--- config.mk ---
export PLATFORM = sky130hd
export DESIGN_NAME = load_store_unit
export DESIGN_NICKNAME = d
export VERILOG_FILES = /design/src/rtl/lsu_pkg.sv /design/src/rtl/lsu_load_align.sv /design/src/rtl/load_store_unit.sv
export SDC_FILE = /design/constraint.sdc
export NUM_CORES = 1
export LEC_CHECK = 0
export BUFFER_PORTS_ARGS = -buffer_cell sky130_fd_sc_hd__buf_2
export CAP_MARGIN = 10
export CORE_MARGIN = 5
export CORE_UTILIZATION = 58
export DETAILED_ROUTE_END_ITERATION = 8
export GPL_ROUTABILITY_DRIVEN = 0
export PLACE_DENSITY_LB_ADDON = 0.2
export REMOVE_ABC_BUFFERS = 1
export SETUP_SLACK_MARGIN = 0.02
export SLEW_MARGIN = 20
export SYNTH_ARGS = -nofsm -noshare
export SYNTH_HDL_FRONTEND = slang
export SYNTH_HIERARCHICAL = 1
export SYNTH_SLANG_ARGS = --single-unit
--- constraint.sdc ---
create_clock -name clk -period 4.85 [get_ports clk]
set_clock_uncertainty 0.1 [all_clocks]
set_input_delay 0.2425 -clock clk [delete_from_list [all_inputs] [get_ports clk]]
set_output_delay 0.2425 -clock clk [all_outputs]
set_load 0.05 [all_outputs]
--- src/rtl/lsu_pkg.sv ---
// Shared definitions for the load/store unit: width codes, FSM states and
// the access legality helpers.
package lsu_pkg;

  localparam logic [2:0] F3_B  = 3'b000;
  localparam logic [2:0] F3_H  = 3'b001;
  localparam logic [2:0] F3_W  = 3'b010;
  localparam logic [2:0] F3_BU = 3'b100;
  localparam logic [2:0] F3_HU = 3'b101;

  typedef enum logic [2:0] {
    S_IDLE,
    S_RD,
    S_WR,
    S_RMW_RD,
    S_RMW_WR,
    S_RESP
  } lsu_state_e;

  function automatic logic is_misaligned(input logic [2:0] f3, input logic [1:0] lo);
    logic r;
    r = 1'b0;
    if ((f3 == F3_H || f3 == F3_HU) && lo[0]) r = 1'b1;
    if (f3 == F3_W && lo != 2'b00)            r = 1'b1;
    return r;
  endfunction

  // Unsigned widths only exist for loads.
  function automatic logic is_illegal(input logic we, input logic [2:0] f3);
    return (f3 == 3'b011) || (f3 == 3'b110) || (f3 == 3'b111) || (we && f3[2]);
  endfunction

endpackage

--- src/rtl/lsu_load_align.sv ---
// Load lane select plus sign/zero extension. Halfwords use lane[1] only, so an
// odd halfword address is force-aligned when misalignment is not trapped.
module lsu_load_align
  import lsu_pkg::*;
(
  input  logic [31:0] i_word,
  input  logic [2:0]  i_funct3,
  input  logic [1:0]  i_lane,
  output logic [31:0] o_data
);

  logic [7:0]  w_byte;
  logic [15:0] w_half;

  always_comb begin
    w_byte = 8'(i_word >> {i_lane, 3'b000});
    w_half = i_lane[1] ? i_word[31:16] : i_word[15:0];
    case (i_funct3)
      F3_B:    o_data = {{24{w_byte[7]}}, w_byte};
      F3_H:    o_data = {{16{w_half[15]}}, w_half};
      F3_BU:   o_data = {24'h0, w_byte};
      F3_HU:   o_data = {16'h0, w_half};
      default: o_data = i_word;
    endcase
  end

endmodule

--- src/rtl/load_store_unit.sv ---
// Data-memory initiator: valid/ready request in, registered full-word memory
// strobes out, SB/SH via read-modify-write. Define LSU_ALIGN_CHECK_EN to trap
// misaligned accesses instead of force-aligning them.
module load_store_unit
  import lsu_pkg::*;
#(
  parameter int ADDR_W = 32,
  parameter int DATA_W = 32
) (
  input  logic              clk,
  input  logic              rst_n,
  input  logic              req_valid,
  output logic              req_ready,
  input  logic              req_we,
  input  logic [2:0]        req_funct3,
  input  logic [ADDR_W-1:0] req_addr,
  input  logic [DATA_W-1:0] req_wdata,
  output logic              rsp_valid,
  input  logic              rsp_ready,
  output logic [DATA_W-1:0] rsp_rdata,
  output logic              rsp_err,
  output logic              memRead,
  output logic              memWrite,
  output logic [ADDR_W-1:0] address,
  output logic [DATA_W-1:0] writeData,
  input  logic [DATA_W-1:0] readData
);

  if (DATA_W != 32) begin : g_dw_check
    $error("load_store_unit: DATA_W must be 32");
  end

  lsu_state_e        r_state, w_next;
  logic [2:0]        r_f3;
  logic [ADDR_W-1:0] r_addr;
  logic [15:0]       r_wdata_lo;
  logic              r_memRead, r_memWrite, r_rsp_err;
  logic [ADDR_W-1:0] r_address;
  logic [DATA_W-1:0] r_writeData, r_rsp_rdata;
  logic              w_accept, w_req_err, w_mem_next;
  logic [ADDR_W-1:0] w_addr_src;
  logic [DATA_W-1:0] w_load_data, w_merged;

`ifdef LSU_ALIGN_CHECK_EN
  assign w_req_err = is_illegal(req_we, req_funct3) | is_misaligned(req_funct3, req_addr[1:0]);
`else
  assign w_req_err = is_illegal(req_we, req_funct3);
`endif

  always_ff @(posedge clk or negedge rst_n) begin
    if (!rst_n) r_state <= S_IDLE;
    else        r_state <= w_next;
  end

  always_comb begin
    w_next    = r_state;
    req_ready = 1'b0;
    rsp_valid = 1'b0;
    case (r_state)
      S_IDLE: begin
        req_ready = 1'b1;
        if (req_valid) begin
          if (w_req_err)                w_next = S_RESP;
          else if (!req_we)             w_next = S_RD;
          else if (req_funct3 == F3_W)  w_next = S_WR;
          else                          w_next = S_RMW_RD;
        end
      end
      S_RD, S_WR, S_RMW_WR: w_next = S_RESP;
      S_RMW_RD:             w_next = S_RMW_WR;
      S_RESP: begin
        rsp_valid = 1'b1;
        if (rsp_ready) w_next = S_IDLE;
      end
      default: w_next = S_IDLE;
    endcase
  end

  assign w_accept   = (r_state == S_IDLE) && req_valid;
  // The word address is registered on the accept edge, before r_addr is valid.
  assign w_addr_src = (r_state == S_IDLE) ? req_addr : r_addr;
  assign w_mem_next = (w_next == S_RD) || (w_next == S_WR) ||
                      (w_next == S_RMW_RD) || (w_next == S_RMW_WR);

  lsu_load_align u_align (
    .i_word   (readData),
    .i_funct3 (r_f3),
    .i_lane   (r_addr[1:0]),
    .o_data   (w_load_data)
  );

  // Only SB/SH reach the merge; halfword lane is addr[1] regardless of addr[0].
  always_comb begin
    w_merged = readData;
    if (r_f3 == F3_H) begin
      if (r_addr[1]) w_merged[31:16] = r_wdata_lo;
      else           w_merged[15:0]  = r_wdata_lo;
    end else begin
      w_merged[{r_addr[1:0], 3'b000} +: 8] = r_wdata_lo[7:0];
    end
  end

  always_ff @(posedge clk or negedge rst_n) begin
    if (!rst_n) begin
      r_f3        <= '0;
      r_addr      <= '0;
      r_wdata_lo  <= '0;
      r_memRead   <= 1'b0;
      r_memWrite  <= 1'b0;
      r_address   <= '0;
      r_writeData <= '0;
      r_rsp_rdata <= '0;
      r_rsp_err   <= 1'b0;
    end else begin
      r_memRead  <= (w_next == S_RD) || (w_next == S_RMW_RD);
      r_memWrite <= (w_next == S_WR) || (w_next == S_RMW_WR);
      if (w_mem_next) r_address <= {w_addr_src[ADDR_W-1:2], 2'b00};
      if (w_accept) begin
        r_f3        <= req_funct3;
        r_addr      <= req_addr;
        r_wdata_lo  <= req_wdata[15:0];
        r_rsp_err   <= w_req_err;
        r_rsp_rdata <= '0;
      end else if (r_state == S_RD) begin
        r_rsp_rdata <= w_load_data;
      end
      if (w_accept && w_next == S_WR) r_writeData <= req_wdata;
      else if (r_state == S_RMW_RD)   r_writeData <= w_merged;
    end
  end

  assign memRead   = r_memRead;
  assign memWrite  = r_memWrite;
  assign address   = r_address;
  assign writeData = r_writeData;
  assign rsp_rdata = r_rsp_rdata;
  assign rsp_err   = r_rsp_err;

endmodule

# Word level (Yosys, flattened, before mapping)
# Index checks and enable logic that the tools add are counted.
[word_totals]
romBits = 0
latchBits = 0
n_memories = 0
reg_bits = 151
in_bits = 104
output_inout_bits = 101
ram_bits = 0
wordCells = 65
[classes]
multipliers = 0
mux = 19
n_reduce_logical = 16
eq_ne = 16
div = 0
bitwise_logic = 0
add_sub_neg = 1
n_shift = 3
order_cmp = 0
[ops]
columns = ["operator", "count"]
rows = [
  ["2-to-1 mux 32 bit", 6],
  ["one-hot mux 32 bit (4 select lines)", 1],
  ["2-to-1 mux 16 bit", 3],
  ["bitwise mux 32 bit", 1],
  ["variable shift 8 x 7 -> 32 bit, first input constant", 1],
  ["variable part select 8 x 7 -> 32 bit", 1],
  [">> shifter 32 x 5 -> 8 bit", 1],
  ["equality test 3 bit, second input constant", 7],
  ["equality test 3 x 2 -> 1 bit, second input constant", 6],
  ["one-hot mux 3 bit (4 select lines)", 1],
  ["equality test 3 x 1 -> 1 bit, second input constant", 3],
  ["2-to-1 mux 3 bit", 3],
  ["logical OR 1 bit", 8],
  ["negation 5 -> 7 bit", 1],
  ["logical NOT 3 bit", 2],
  ["nonzero test 2 bit", 2],
  ["logical AND 1 bit", 3],
  ["2-to-1 mux 1 bit", 3],
  ["OR reduction 3 bit", 1],
  ["2-to-1 mux 2 bit", 1],
]

# Depth between registers and ports, before layout
# Gate-level depths: netlist of the first run.
[depth]
word_depth = 11
depth_mapped = 9
mapped_depth_nobuf = 6

# Hierarchy
# The synthesis of the first run kept the hierarchy.
[modules_own_cells]
columns = ["module", "n_inst", "area_each_um2", "seq_area_each_um2", "cells_each"]
rows = [
  ["load_store_unit", 1, 7130.6, 3778.6, 651],
  ["lsu_load_align", 1, 799.5, 0.0, 118],
]

# Worst setup path before layout of the first run
# Ideal clock, no wire load.
[synth_timing]
path_kind = "register -> register"
from = "register r_addr[1]"
to = "register r_writeData[31], in the netlist writeData[31]"
period_less_slack_ns = 2.419
setup_time_ns = 0.070
t_arrival_ns = 2.249
path_slack_ns = 2.431
path_stages_with_launch = 10
required_ns = 4.680
n_path_buf = 3
cell_sequence = "dfrtp_1 > buf_2 > buf_2 > inv_1 > ha_1 > nor4bb_1 > clkbuf_1 > a221oi_1 > a211o_1 > nand3_1"
[synth_between]
elab_chain_cells = 6
word_cells_on_any_way = 8
classes_between = "add/sub (1); shift (2); mux (5)"
[synth_lines]
columns = ["element", "line_no", "source"]
rows = [
  ["from (decl)", "load_store_unit.sv:35", "logic [ADDR_W-1:0] r_addr;"],
  ["from (signal assigned)", "load_store_unit.sv:120", "r_addr <= req_addr;"],
  ["negation 5 -> 7 bit", "load_store_unit.sv:99", "w_merged[{r_addr[1:0], 3'b000} +: 8] = r_wdata_lo[7:0];"],
  ["variable part select 8 x 7 -> 32 bit or variable shift 8 x 7 -> 32 bit (tied branches)", "load_store_unit.sv:99", ""],
  ["bitwise mux 32 bit", "load_store_unit.sv:99", ""],
  ["2-to-1 mux 32 bit *", "load_store_unit.sv:95", "if (r_f3 == F3_H) begin"],
  ["2-to-1 mux 32 bit *", "load_store_unit.sv:128", "else if (r_state == S_RMW_RD) r_writeData <= w_merged;"],
  ["2-to-1 mux 32 bit *", "load_store_unit.sv:127", "if (w_accept && w_next == S_WR) r_writeData <= req_wdata;"],
  ["to (signal assigned)", "load_store_unit.sv:127", ""],
  ["to (signal assigned)", "load_store_unit.sv:128", ""],
  ["to (decl)", "load_store_unit.sv:39", "logic [DATA_W-1:0] r_writeData, r_rsp_rdata;"],
]
# Mark *: on every way between the ends. The rest lies on a longest branch, timed or not. The select of a mux whose other input is x is not followed.
# A chain may end at the register's enable or synchronous reset.

# Worst setup path in the final report of the first run
[layout_timing]
from = "register r_state[0]"
to = "register r_writeData[23], in the netlist writeData[23]"
[layout_between]
elab_chain_cells = 6
word_cells_on_any_way = 15
classes_between = "eq/ne (6); mux (4); reduce/logical (5)"
[layout_lines]
columns = ["element", "line_no", "source"]
rows = [
  ["from (decl)", "load_store_unit.sv:33", "lsu_state_e r_state, w_next;"],
  ["from (signal assigned)", "load_store_unit.sv:52", "else r_state <= w_next;"],
  ["equality test 3 x 1 -> 1 bit, or another cell as far along", "load_store_unit.sv:59", "case (r_state)"],
  ["OR reduction 3 bit", "load_store_unit.sv:59", ""],
  ["one-hot mux 3 bit (4 select lines)", "load_store_unit.sv:59", ""],
  ["equality test 3 x 2 -> 1 bit", "load_store_unit.sv:127", ""],
  ["logical AND 1 bit", "load_store_unit.sv:127", ""],
  ["2-to-1 mux 32 bit or nonzero test 2 bit (tied branches)", "n/a", ""],
]
# Parallel ways exist; a longest one is shown, timed or not.

==> results of run 1 <==
## where the power goes
part,switching [uW],internal (uW),total [uW]
sequential,453,1810,2260
combinational,2480,1250,3720
clock,515,872,1390
total,3440,3930,7370
## worst paths after layout
check,from,endpoint,slack (ns),cells after the start
worst max register to register,r_state[0],writeData[23],1.98,5
min in group asynchronous,rst_n,rsp_err,0.39,2
worst min register to register,address[15],address[15],0.38,2
worst max-delay path,r_state[0],writeData[23],1.98,5
max in group asynchronous,rst_n,rsp_rdata[4],3.06,3
worst min-delay path,req_wdata[7],r_wdata_lo[7],0.03,3
## final cells by class
class	instances	area (sq um)	share of cell area, %
Timing Repair Buffer	276	1730	16.95
Tap cell	176	220.2	2.158
Multi-Input combinational cell	537	3805	37.28
Sequential cell	151	3780	37.04
Clock buffer	19	442.9	4.340
Inverter	13	48.80	0.4781
Clock inverter	12	176.4	1.729
Antenna cell	1	2.502	0.02452
## stage by stage
| stage | cells | util [%] | power, uW | setup TNS (ns) | hold WS [ns] |
|---|---|---|---|---|---|
| after floorplan | 701 | - | 4945 | -249.18 | -0.1531 |
| after global placement | 1090 | 67.03 | 5749 | 0 | 0.2883 |
| after detailed placement | 1090 | 67.08 | 5883 | 0 | 0.3037 |
| after CTS | 1184 | 76.44 | 7331 | 0 | 0.01146 |
| after global routing | 1185 | 76.46 | 7756 | 0 | 0.01977 |
| final | 1185 | 76.46 | 7373 | 0 | 0.02712 |
## cell usage in the layout (no fill, tap or decap), types with 4 or more instances in the layout
cell type                       instances
sky130_fd_sc_hd__nand2_1              148
sky130_fd_sc_hd__o21ai_1                6
sky130_fd_sc_hd__nand3b_1               9
sky130_fd_sc_hd__inv_1                 13
sky130_fd_sc_hd__a21oi_1               23
sky130_fd_sc_hd__a221o_1               27
sky130_fd_sc_hd__a22oi_1               14
sky130_fd_sc_hd__o22a_1                 8
sky130_fd_sc_hd__a211o_1               12
sky130_fd_sc_hd__clkbuf_16             17
sky130_fd_sc_hd__o211ai_2               6
sky130_fd_sc_hd__a22o_1                40
sky130_fd_sc_hd__dlygate4sd3_1         63
sky130_fd_sc_hd__buf_4                 11
sky130_fd_sc_hd__buf_2                201
sky130_fd_sc_hd__nor2b_1                9
sky130_fd_sc_hd__bufinv_16              4
sky130_fd_sc_hd__mux2i_1               70
sky130_fd_sc_hd__a221oi_1              13
sky130_fd_sc_hd__nand3_1               24
sky130_fd_sc_hd__ha_1                   5
sky130_fd_sc_hd__mux2_2                31
sky130_fd_sc_hd__o21ai_0               50
sky130_fd_sc_hd__dfrtp_1              150
## worst reg2reg max path: cells and delay by family (launching register included)
| family | cells | cell delay, ns |
|---|---|---|
| AO/OA/AOI/OAI | 2 | 0.48 |
| flip-flops | 1 | 0.52 |
| buffers and inverters | 1 | 0.63 |
| AND/OR/NAND/NOR | 2 | 1.07 |
## cell families (layout without fill, tap and decap cells)
| kind of cell | count (synthesis) | count (layout) |
|---|---|---|
| adders and majority gates | 5 | 5 |
| and+or+nand+nor | 217 | 217 |
| other | 1 | 3 |
| buffers and inverters | 82 | 320 |
| muxes | 102 | 102 |
| DFF | 151 | 151 |
| AOI/OAI and AO/OA | 211 | 211 |
## registers in the layout, indices dropped and copies added (netlist names)
signal and count:
address 30, memRead 1, r_wdata_lo 16, rsp_rdata 32, writeData 32, r_addr 32
rsp_err 1, memWrite 1, r_f3 3, r_state 3
## per-layer routing
metal / track usage, % / up-vias / routed length, um
li1: - / 3259 / -
met1: 38.01 / 3595 / 9201
met2: 47.67 / 403 / 11740
met3: 8.029 / 49 / 2339
met4: 10.28 / 0 / 507
met5: 0 / - / 0
## timing repair
item	CTS	global route
setup buffers	0	0
hold buffers	63	0
gates resized for setup	0	0
endpoints found under the hold margin	174	0
==> run summary, run 1 <==
The async set-or-reset flop fraction in the synthesized netlist came out at 100.0%. The count of warnings emitted by yosys is 6. The fraction of the yosys area taken by sequential cells came out at 47.65%. The peak ir drop on the vdd network came out at 425.9 uV. The number of clock buffers added by TritonCTS is 17. The class of the tightest hold or removal check is in2reg. The clock-pin slew reported for the worst setup and hold paths after clock tree synthesis came out at 0.06 ns.

The via density per instance came out at 6.165. The proportion of layout cells with a drive suffix above 1 is 29.46%. The number of buffers inserted by port buffering came out at 202. Yosys mapped a number of flops with a built-in enable equal to 0. The biggest area contributor in the post-synthesis netlist is sky130_fd_sc_hd__dfrtp_1. The global-route usage over all layers is 29.32%. The peak per-stage delay on the critical path is 0.63 ns. The CTS H-tree depth is 4. The max-capacitance violation count is 0. The most used flip-flop cell after synthesis is sky130_fd_sc_hd__dfrtp_1. The placed instance area is 0.008954 sq mm. From synthesis to final layout, the design area changed by 28.70%. The data required time of the worst path came out at 5.10 ns. The core area is 0.01335 sq mm. The largest net degree at the start of global routing came out at 100. In this run the mean area of a mapped cell was 10.31 sq um.

The initial core utilization came out at 59.41%. Setup violations remaining at the end of the flow were counted as 0. The first-pass iteration count of the detailed router came out at 5.

The tree is rooted in a sky130_fd_sc_hd__clkbuf_16. The post-placement worst setup slack is 2.011 ns. The worst slew slack as a fraction of its limit came out at 30.03%.

The clock passes through at most 2 buffers. In the final routed layout, each cell accounts on average for 20.07 um. The most common cell in the synthesized netlist is sky130_fd_sc_hd__dfrtp_1.

The final hold violation count was 0. The full die area is 0.01611 sq mm. Static timing analysis puts the maximum clock frequency at 348.1 MHz. The run finished with clean final reports. The initialized floorplan defines 42 standard-cell rows. Setup repair after global routing left no endpoint under its margin. The multiplexer share of the synthesized area is 13.52%. The initial antenna violation count is 1. The clock tree from TritonCTS is done. The commonest cells after synthesis are sky130_fd_sc_hd__dfrtp_1 (151), sky130_fd_sc_hd__nand2_1 (148), sky130_fd_sc_hd__mux2i_1 (70), sky130_fd_sc_hd__o21ai_0 (50), sky130_fd_sc_hd__a22o_1 (40).

The final antenna-violating net count came out at 0. The cell area that synthesis handed to floorplanning was 0.007930 sq mm. The number of placed I/O pins came out at 205. For this run, the post-layout net count is 1105. The largest family of logic cells by synthesized area is compound AO/OA/AOI/OAI gates. The area share of xor/xnor cells in the synthesized design is 0%.

The post-route cell area is 0.01021 sq mm. In the routed design, unresolved DRC markers number 0. The synthesized flop and latch total came out at 151. The number of distinct library cells after synthesis is 55. The overall overflow remaining after global route came out at 0.

The final layout contains routed wiring with a total length of 23.79 mm. The synthesized netlist devotes 19.91% of its cell area to compound gates. The setup slack after layout is 1.977 ns.

The total buffers and inverters traversed by the critical path is 1. The instance count of the mapped netlist is 769. The worst setup path is of the reg2reg kind.

For the pin with the worst max-slew slack, the measured transition is 1.046 ns. The via count of the first global-routing pass came out at 7346. Data arrives at the worst endpoint at 3.12 ns. The worst setup path is launched from a register. The initial DRC count is 633. The TritonCTS sink count is 151. Traced cell by cell, the critical path runs through nor4b_2, buf_4, nand2b_1, o21ai_1, a221o_1.

The clock latency on the worst-skew pair came out at 0.42 ns. Broken down by cell family, the worst path's largest delay share belongs to simple AND/OR/NAND/NOR gates. The final critical path time including I/O delays and setup is 2.873 ns. After filler insertion, the fill cell instance count of the layout stands at 921. The largest individual stage delay along the critical path comes from the cell sky130_fd_sc_hd__buf_4. The power density normalized to cell area is 722.4 mW/mm^2. The synthesized design devotes to its leading area cell type 47.65% of total area. After synthesis, the cell types taking the most area are sky130_fd_sc_hd__dfrtp_1 (48%), sky130_fd_sc_hd__mux2i_1 (8.8%), sky130_fd_sc_hd__nand2_1 (7.0%), sky130_fd_sc_hd__a22o_1 (4.4%), sky130_fd_sc_hd__mux2_2 (4.4%). After layout, the worst path uses 59.23% of the clock period. The vertical extent of the die is 126.9 um. STA classifies the critical path endpoint as a register.

In this run the static leakage power is 0.005025 uW. The count of vias placed by the detailed router is 7306. The largest fanout of any net on the critical path came out at 53.

The width of the die is 126.9 um. The wire length of the first global-routing pass came out at 37.89 mm. The simple-gate share of the synthesized area came out at 13.05%.

Detailed placement ended at an HPWL of 15.22 mm. The number of max-slew violations in the final report came out at 0. The share of synthesized cell area in full adder, half adder and majority cells came out at 0.7889%.
(Power assumes the default switching activity.)
==> run 2, diff against run 1 <==
CORE_UTILIZATION = 54   (was 58)
clock period = 2.98 ns   (was 4.85 ns; I/O delays follow)
==> run 2 against run 1 <==
  * Sequential power up 62%
  * Sequential share of layout area down 0.69 points
  * Sequential cell count unchanged
  * Clock-buffer cell count down 1
  * Largest power group unchanged
  * Cell area up 1.9%
  * Largest cell class unchanged
  * Register-to-register slack worse by 1.8 ns
  * Critical endpoint is now writeData[19]
  * Global-route usage down 3.0 points
  * Via count down 3.8%
  * Highest routed layer unchanged
  * Fmax up 3.1%
==> run summary, run 2 (same netlist as run 1, synthesis figures left out) <==
The run finished with clean final reports. The met1 usage in global routing came out at 35.27% (-2.7 points). The core area was 0.01448 sq mm (+8.5%). The vertical extent of the die came out at 131.2 um (+3.4%).

The data required time of the worst path was 3.18 ns (-1.92 ns). The proportion of layout cells with a drive suffix above 1 was 29.88% (+0.42 points). The global routing stage identified its most utilized layer as met2. The number of placed I/O pins is 205 (unchanged). The maximum operating frequency is 359.0 MHz (+3.1%). The clock-pin slew reported for the worst setup and hold paths after clock tree synthesis is 0.06 ns (about the same). The class of the tightest hold or removal check is in2reg. Traced cell by cell, the critical path runs through inv_1, ha_1, and4bb_2, nand2_1, a21oi_1, a221o_1, dlygate4sd3_1.

The worst-margin pin slew is 0.8258 ns (-0.2206 ns). The clock buffer count from CTS is 17 (unchanged). The critical path endpoint category is a register. The post-route total power is 11690 uW (+59%).

The total routed wirelength came out at 22.51 mm (-5.4%). The full die area is 0.01721 sq mm (+6.8%). The area used by sequential logic in the layout is 0.003780 sq mm (unchanged).

The initial DRC count was 561 (-11%). The final antenna-violating net count came out at 0 (unchanged). The CTS H-tree depth came to 4 (unchanged). The overall overflow remaining after global route came out at 0 (unchanged). The first-pass iteration count of the detailed router was 6 (+1). The detailed-route DRC error count came out at 0 (unchanged). The worst slew slack as a fraction of its limit came out at 44.94% (+15 points). The average wire length per cell after detail routing is 18.48 um (-7.9%). The wire length of the first global-routing pass came out at 37.29 mm (-1.6%). The number of antenna repair diodes came out at 0 (-1). Setup repair after global routing left no endpoint under its margin. The global-route usage over all layers is 26.29% (-3.0 points). The post-route fraction of the period consumed by the critical path came out at 93.48% (+34 points). The signed area change from the synthesized netlist to the final layout is 31.13%. The peak per-stage delay on the critical path is 0.56 ns (-0.07 ns).

The clock latency on the worst-skew pair came out at 0.42 ns (about the same). The count of vias placed by the detailed router came out at 7028 (-3.8%). The number of max-slew violations in the final report came out at 0 (unchanged). The arrival time of the worst setup path is 2.99 ns (-0.13 ns). The static power due to leakage is 0.005115 uW (+1.8%).

The final non-filler cell total came to 1218 (+2.8%). The initial antenna violation count is 0 (-1). The count of placed standard cells including taps is 1110 (+1.8%). The final critical path time including I/O delays and setup is 2.786 ns (-0.08693 ns). TritonCTS built the clock tree. The peak ir drop on the vdd network came to 633.6 uV (+49%). The critical path is of the reg2reg type. The number of buffers on the longest clock path came out at 2 (unchanged). The worst setup path is launched from a register. The max-capacitance violation count is 0 (unchanged).

The TritonCTS sink count is 151 (unchanged). The via density per instance is 5.770 (-6.4%). Clock tree synthesis selected as its root buffer the cell sky130_fd_sc_hd__clkbuf_16. For this design, the slowest cell found on the critical path is sky130_fd_sc_hd__dfrtp_1. The final net count is 1130 (+2.3%).

The largest net degree at the start of global routing is 80 (-20%). The most common cell after layout, fill and taps aside is sky130_fd_sc_hd__buf_2. The number of rows created at floorplan is 44 (+4.8%).

The initial core utilization is 54.77% (-4.6 points). The final number of setup-violating endpoints is 0 (unchanged). The power density normalized to cell area came to 1124 mW/mm^2 (+56%). The final-layout fill cell count is 1075 (+17%). The number of buffers inserted by port buffering is 202 (unchanged). The global routing met2 resource utilization came out at 42.13% (-5.5 points). The minimum hold slack is 0.02127 ns (-0.005856 ns). The area taken by multi-input logic gates is 0.003799 sq mm (-0.16%). The largest fanout of any net on the critical path came out at 11 (-79%). The via count of the first global-routing pass was 7035 (-4.2%). The width of the die is 131.2 um (+3.4%).

Leaving out fill and tap cells, the most frequent cells in the layout are sky130_fd_sc_hd__buf_2 (201), sky130_fd_sc_hd__dfrtp_1 (150), sky130_fd_sc_hd__nand2_1 (148). The placed wire-length estimate after detailed placement is 15.28 mm (+0.42%). The met3 routing resource usage after global routing is 6.575% (-1.5 points). The final hold violation count is 0 (unchanged).
## run 2: changes by cell type in the layout (fill, tap and decap cells not counted), moves of 3 or more
cell / before / now
sky130_fd_sc_hd__buf_4: 11 / 19
sky130_fd_sc_hd__dlygate4sd3_1: 63 / 76
sky130_fd_sc_hd__bufinv_16: 4 / 1
sky130_fd_sc_hd__clkinv_2: 3 / 7
sky130_fd_sc_hd__buf_12: 0 / 4
sky130_fd_sc_hd__clkinvlp_4: 2 / 5
## run 2: per-layer routing
| metal | wire length, um | vias to the layer above |
|---|---|---|
| met2 | 10690 | 283 |
| met3 | 1774 | 38 |
| met5 | 0 | - |
| met1 | 9594 | 3391 |
| met4 | 450 | 0 |
| li1 | - | 3316 |
## run 2: per-stage QoR
stage / setup WS [ns] / setup TNS [ns] / utilization (%) / area (sq um)
after global routing: 0.06095 / 0 / 71.82 / 10400
after global placement: 0.7013 / 0 / 62.83 / 9097
final: 0.1942 / 0 / 71.82 / 10400
after detailed placement: 0.6521 / 0 / 62.83 / 9097
after floorplan: -6.009 / -442.74 / - / 7584
after CTS: 0.2261 / 0 / 71.82 / 10400
## run 2: critical path: cells and delay by family, from the launching register on
kind | cells | cell delay [ns]
adder cells (fa/ha/maj) | 1 | 0.38
flip-flops | 1 | 0.56
buffers and inverters | 2 | 0.73
AO/OA/AOI/OAI | 2 | 0.51
AND/OR/NAND/NOR | 2 | 0.39
## run 2: layout make-up
class / count / share of cell area, %
clock buffers: 18 / 4.127
clock inverters: 14 / 1.071
inverters: 13 / 0.4693
multi-input cells: 537 / 36.53
flip-flops and latches: 151 / 36.35
well taps: 184 / 2.214
repair buffers: 301 / 19.24
## run 2: worst paths after layout
check | start | endpoint | slack [ns] | cells after the start
worst max-delay path | r_addr[0] | writeData[19] | 0.19 | 7
worst min-delay path | readData[20] | rsp_rdata[20] | 0.02 | 4
worst max register to register | r_addr[0] | writeData[19] | 0.19 | 7
worst min register to register | address[25] | address[25] | 0.37 | 2
max in group asynchronous | rst_n | writeData[28] | 1.69 | 3
min in group asynchronous | rst_n | rsp_err | 0.22 | 2
## run 2: what timing repair did
item                                   in CTS  in global routing
gates resized for setup                     0                  0
endpoints found under the hold margin     198                  0
hold buffers                               76                  0
setup buffers                               0                  0
## run 2: power by group
| group | switching (uW) | internal [uW] | total, uW | leakage, uW |
|---|---|---|---|---|
| sequential | 715 | 2950 | 3660 | 0.00193 |
| combinational | 3940 | 2110 | 6050 | 0.00293 |
| clock | 846 | 1140 | 1980 | 0.000257 |
==> run 3, diff against run 2 <==
CORE_UTILIZATION = 55   (was 54)
CTS_BUF_LIST = sky130_fd_sc_hd__clkbuf_2   (was unset)
==> run 3 against run 2 <==
  * Core utilization is 4.0 points higher
  * Clock-buffer cell count decreased by 1
  * Cell area grew 2.0%
  * Die area shrank 1.7%
  * Clock power is 38% lower
  * Hold slack improved by 0.030 ns
  * Via count up 8.4%
  * Global-route usage is 3.1 points higher
==> run summary, run 3 (same netlist as run 1, synthesis figures left out) <==
The power density normalized to cell area is 1053 mW/mm^2 (-6.4%). The final number of setup-violating endpoints is 0 (unchanged). The largest net degree at the start of global routing was 94 (+18%). The max-capacitance violation count came to 0 (unchanged). The top cell types in the final layout, fill and taps aside, are sky130_fd_sc_hd__buf_2 (201), sky130_fd_sc_hd__dfrtp_1 (149), sky130_fd_sc_hd__nand2_1 (148).

The final hold violation count is 0 (unchanged). The wire length of the first global-routing pass came out at 39.32 mm (+5.4%). The final-layout fill cell count is 958 (-11%).

The number of rows created at floorplan is 43 (-2.3%). The total routed wirelength came out at 24.91 mm (+11%). The clock buffer count from CTS came out at 17 (unchanged). The final critical path time including I/O delays and setup was 2.901 ns (+0.1151 ns). The data required time of the worst path came to 3.53 ns (+0.35 ns). The TritonCTS sink count is 151 (unchanged). The maximum operating frequency came out at 344.7 MHz (-4.0%). The most common cell after layout, fill and taps aside is sky130_fd_sc_hd__buf_2.

Setup repair after global routing left no endpoint under its margin. The worst-margin pin slew came to 0.8696 ns (+0.04373 ns). The largest fanout of any net on the critical path is 18 (+7). The arrival time of the worst setup path came out at 3.45 ns (+0.46 ns). The peak per-stage delay on the critical path is 0.64 ns (+0.08 ns). The number of buffers on the longest clock path is 2 (unchanged). The number of max-slew violations in the final report came out at 0 (unchanged).

The startpoint identified for the worst register-to-register timing path is r_addr[1]. The initial DRC count came out at 794 (+42%). The peak ir drop on the vdd network came out at 697.0 uV (+10%).

For hold timing, the worst endpoint is r_addr[1]. Among all stages on the critical path, the largest delay is contributed by sky130_fd_sc_hd__dfrtp_4. The number of cells traversed by the worst hold path is 4 (unchanged). The initial core utilization came out at 56.69% (+1.9 points). The full die area is 0.01692 sq mm (-1.7%). The clock-pin slew reported for the worst setup and hold paths after clock tree synthesis was 0.25 ns (+0.19 ns). The initial antenna violation count is 0 (unchanged). The register-to-register setup slack is 0.08 ns (-0.12 ns).

The post-route total power came to 11170 uW (-4.5%). The static power due to leakage is 0.005203 uW (+1.7%). The detailed-route DRC error count came out at 0 (unchanged). The path class of the tightest hold or removal check is in2reg. STA classifies the critical path startpoint as a register. The cell count of the worst reg-to-reg path is 8 (+1). The count of vias placed by the detailed router was 7621 (+8.4%). The total buffers and inverters traversed by the critical path came out at 3 (+1).

The placed wire-length estimate after detailed placement is 15.98 mm (+4.6%). The first-pass iteration count of the detailed router is 7 (+1). The critical path is of the reg2reg type. The proportion of layout cells with a drive suffix above 1 came out at 28.74% (-1.1 points).

The via count of the first global-routing pass is 7689 (+9.3%). The via density per instance came out at 6.034 (+4.6%). The clock latency on the worst-skew pair is 0.73 ns (+0.31 ns). In this run the most critical hold path is launched from req_addr[1].

Traced cell by cell, the critical path runs through inv_1, ha_1, nor4bb_2, buf_4, a221o_1, a22oi_1, o21ai_0, dlygate4sd3_1. The overall overflow remaining after global route is 0 (unchanged). TritonCTS built the clock tree.

The global-route usage over all layers is 29.35% (+3.1 points). The minimum hold slack was 0.05165 ns (+0.03038 ns). The width of the die came out at 130.1 um (-0.85%). The number of placed I/O pins came out at 205 (unchanged).

Relative to the synthesized area, the layout overhead comes to 33.78%. Clock tree synthesis selected as its root buffer the cell sky130_fd_sc_hd__clkbuf_2. The kind of cell adding the most delay to the critical path is buffers and inverters. The final antenna-violating net count was 0 (unchanged). The final net count came out at 1178 (+4.2%).

The post-route fraction of the period consumed by the critical path is 97.35% (+3.9 points). The vertical extent of the die is 130.1 um (-0.85%). In this run the critical register-to-register path is captured at writeData[5]. The critical path endpoint category is a register.

The number of buffers inserted by port buffering came out at 202 (unchanged). The average wire length per cell after detail routing is 19.72 um (+6.8%). The flow ran to the end, and the final reports show no timing, DRC or antenna violations. The CTS H-tree depth is 4 (unchanged).

The worst slew slack as a fraction of its limit is 42.03% (-2.9 points). The core area is 0.01399 sq mm (-3.4%).
[run 3: changes by cell type in the layout (fill, tap and decap cells not counted), moves of 2 or more]
cell and delta:
sky130_fd_sc_hd__clkbuf_16 -17, sky130_fd_sc_hd__clkbuf_2 +17, sky130_fd_sc_hd__clkinv_2 -6, sky130_fd_sc_hd__dlygate4sd3_1 +50
sky130_fd_sc_hd__inv_6 +5, sky130_fd_sc_hd__buf_12 -3, sky130_fd_sc_hd__buf_4 -2
[run 3: worst min-delay path: stages]
cell                            delay (ns)
sky130_fd_sc_hd__dlygate4sd3_1        0.52
sky130_fd_sc_hd__buf_2                0.10
sky130_fd_sc_hd__nand2_1              0.04
sky130_fd_sc_hd__o21ai_0              0.05
[run 3: per-layer routing]
metal / part of all wire (%) / wire [um] / track usage, % / up-vias
met5: 0 / 0 / 0 / -
met3: 10 / 2503 / 7.736 / 74
li1: - / - / - / 3413
met4: 2.4 / 593 / 10.21 / 0
met2: 50 / 12400 / 50.00 / 421
met1: 38 / 9415 / 36.21 / 3713
[run 3: cell type report]
cell class	instances	area [sq um]	share of cell area, %
Clock inverter	15	167.7	1.580
Clock buffer	17	85.08	0.8020
Antenna cell	1	2.502	0.02359
Tap cell	180	225.2	2.123
Multi-Input combinational cell	538	3827	36.08
Timing Repair Buffer	348	2469	23.27
Sequential cell	151	3784	35.66
Inverter	13	48.80	0.4600
[run 3: stage by stage]
step / setup WS, ns / instance area, sq um / cells / setup TNS, ns / util [%]
2_1_floorplan: -6.009 / 7584 / 701 / -442.74 / -
3_3_place_gp: 0.6230 / 9017 / 1101 / 0 / 64.46
3_5_place_dp: 0.5877 / 9060 / 1103 / 0 / 64.77
4_1_cts: 0.03996 / 10540 / 1258 / 0 / 75.38
5_1_grt: 0.02559 / 10610 / 1262 / 0 / 75.82
6_report: 0.07911 / 10610 / 1263 / 0 / 75.84
[run 3: worst max path at each step]
stage / from / to / slack, ns / cells past startpoint
after floorplan: r_state[0] / address[10] / -6.01 / 4
after detailed placement: r_state[0] / r_addr[14] / 0.59 / 3
final: r_addr[1] / writeData[5] / 0.08 / 8
after global placement: r_state[2] / address[12] / 0.62 / 3
after global routing: r_addr[1] / writeData[5] / 0.03 / 8
after CTS: r_state[0] / writeData[25] / 0.04 / 5
[run 3: where the power goes]
| part | leakage (uW) | total, uW | switching, uW | internal, uW |
|---|---|---|---|---|
| Combinational | 0.00313 | 6260 | 4040 | 2210 |
| Clock | 0.000140 | 1220 | 818 | 404 |
| Sequential | 0.00193 | 3690 | 758 | 2930 |
[run 3: repair_timing]
| action | in CTS | in global routing |
|---|---|---|
| resized for setup | 0 | 5 |
| buffers inserted | 0 | 0 |
| hold buffers | 123 | 3 |
| setup endpoints to repair | 0 | 10 |
| endpoints found under the hold margin | 301 | 3 |
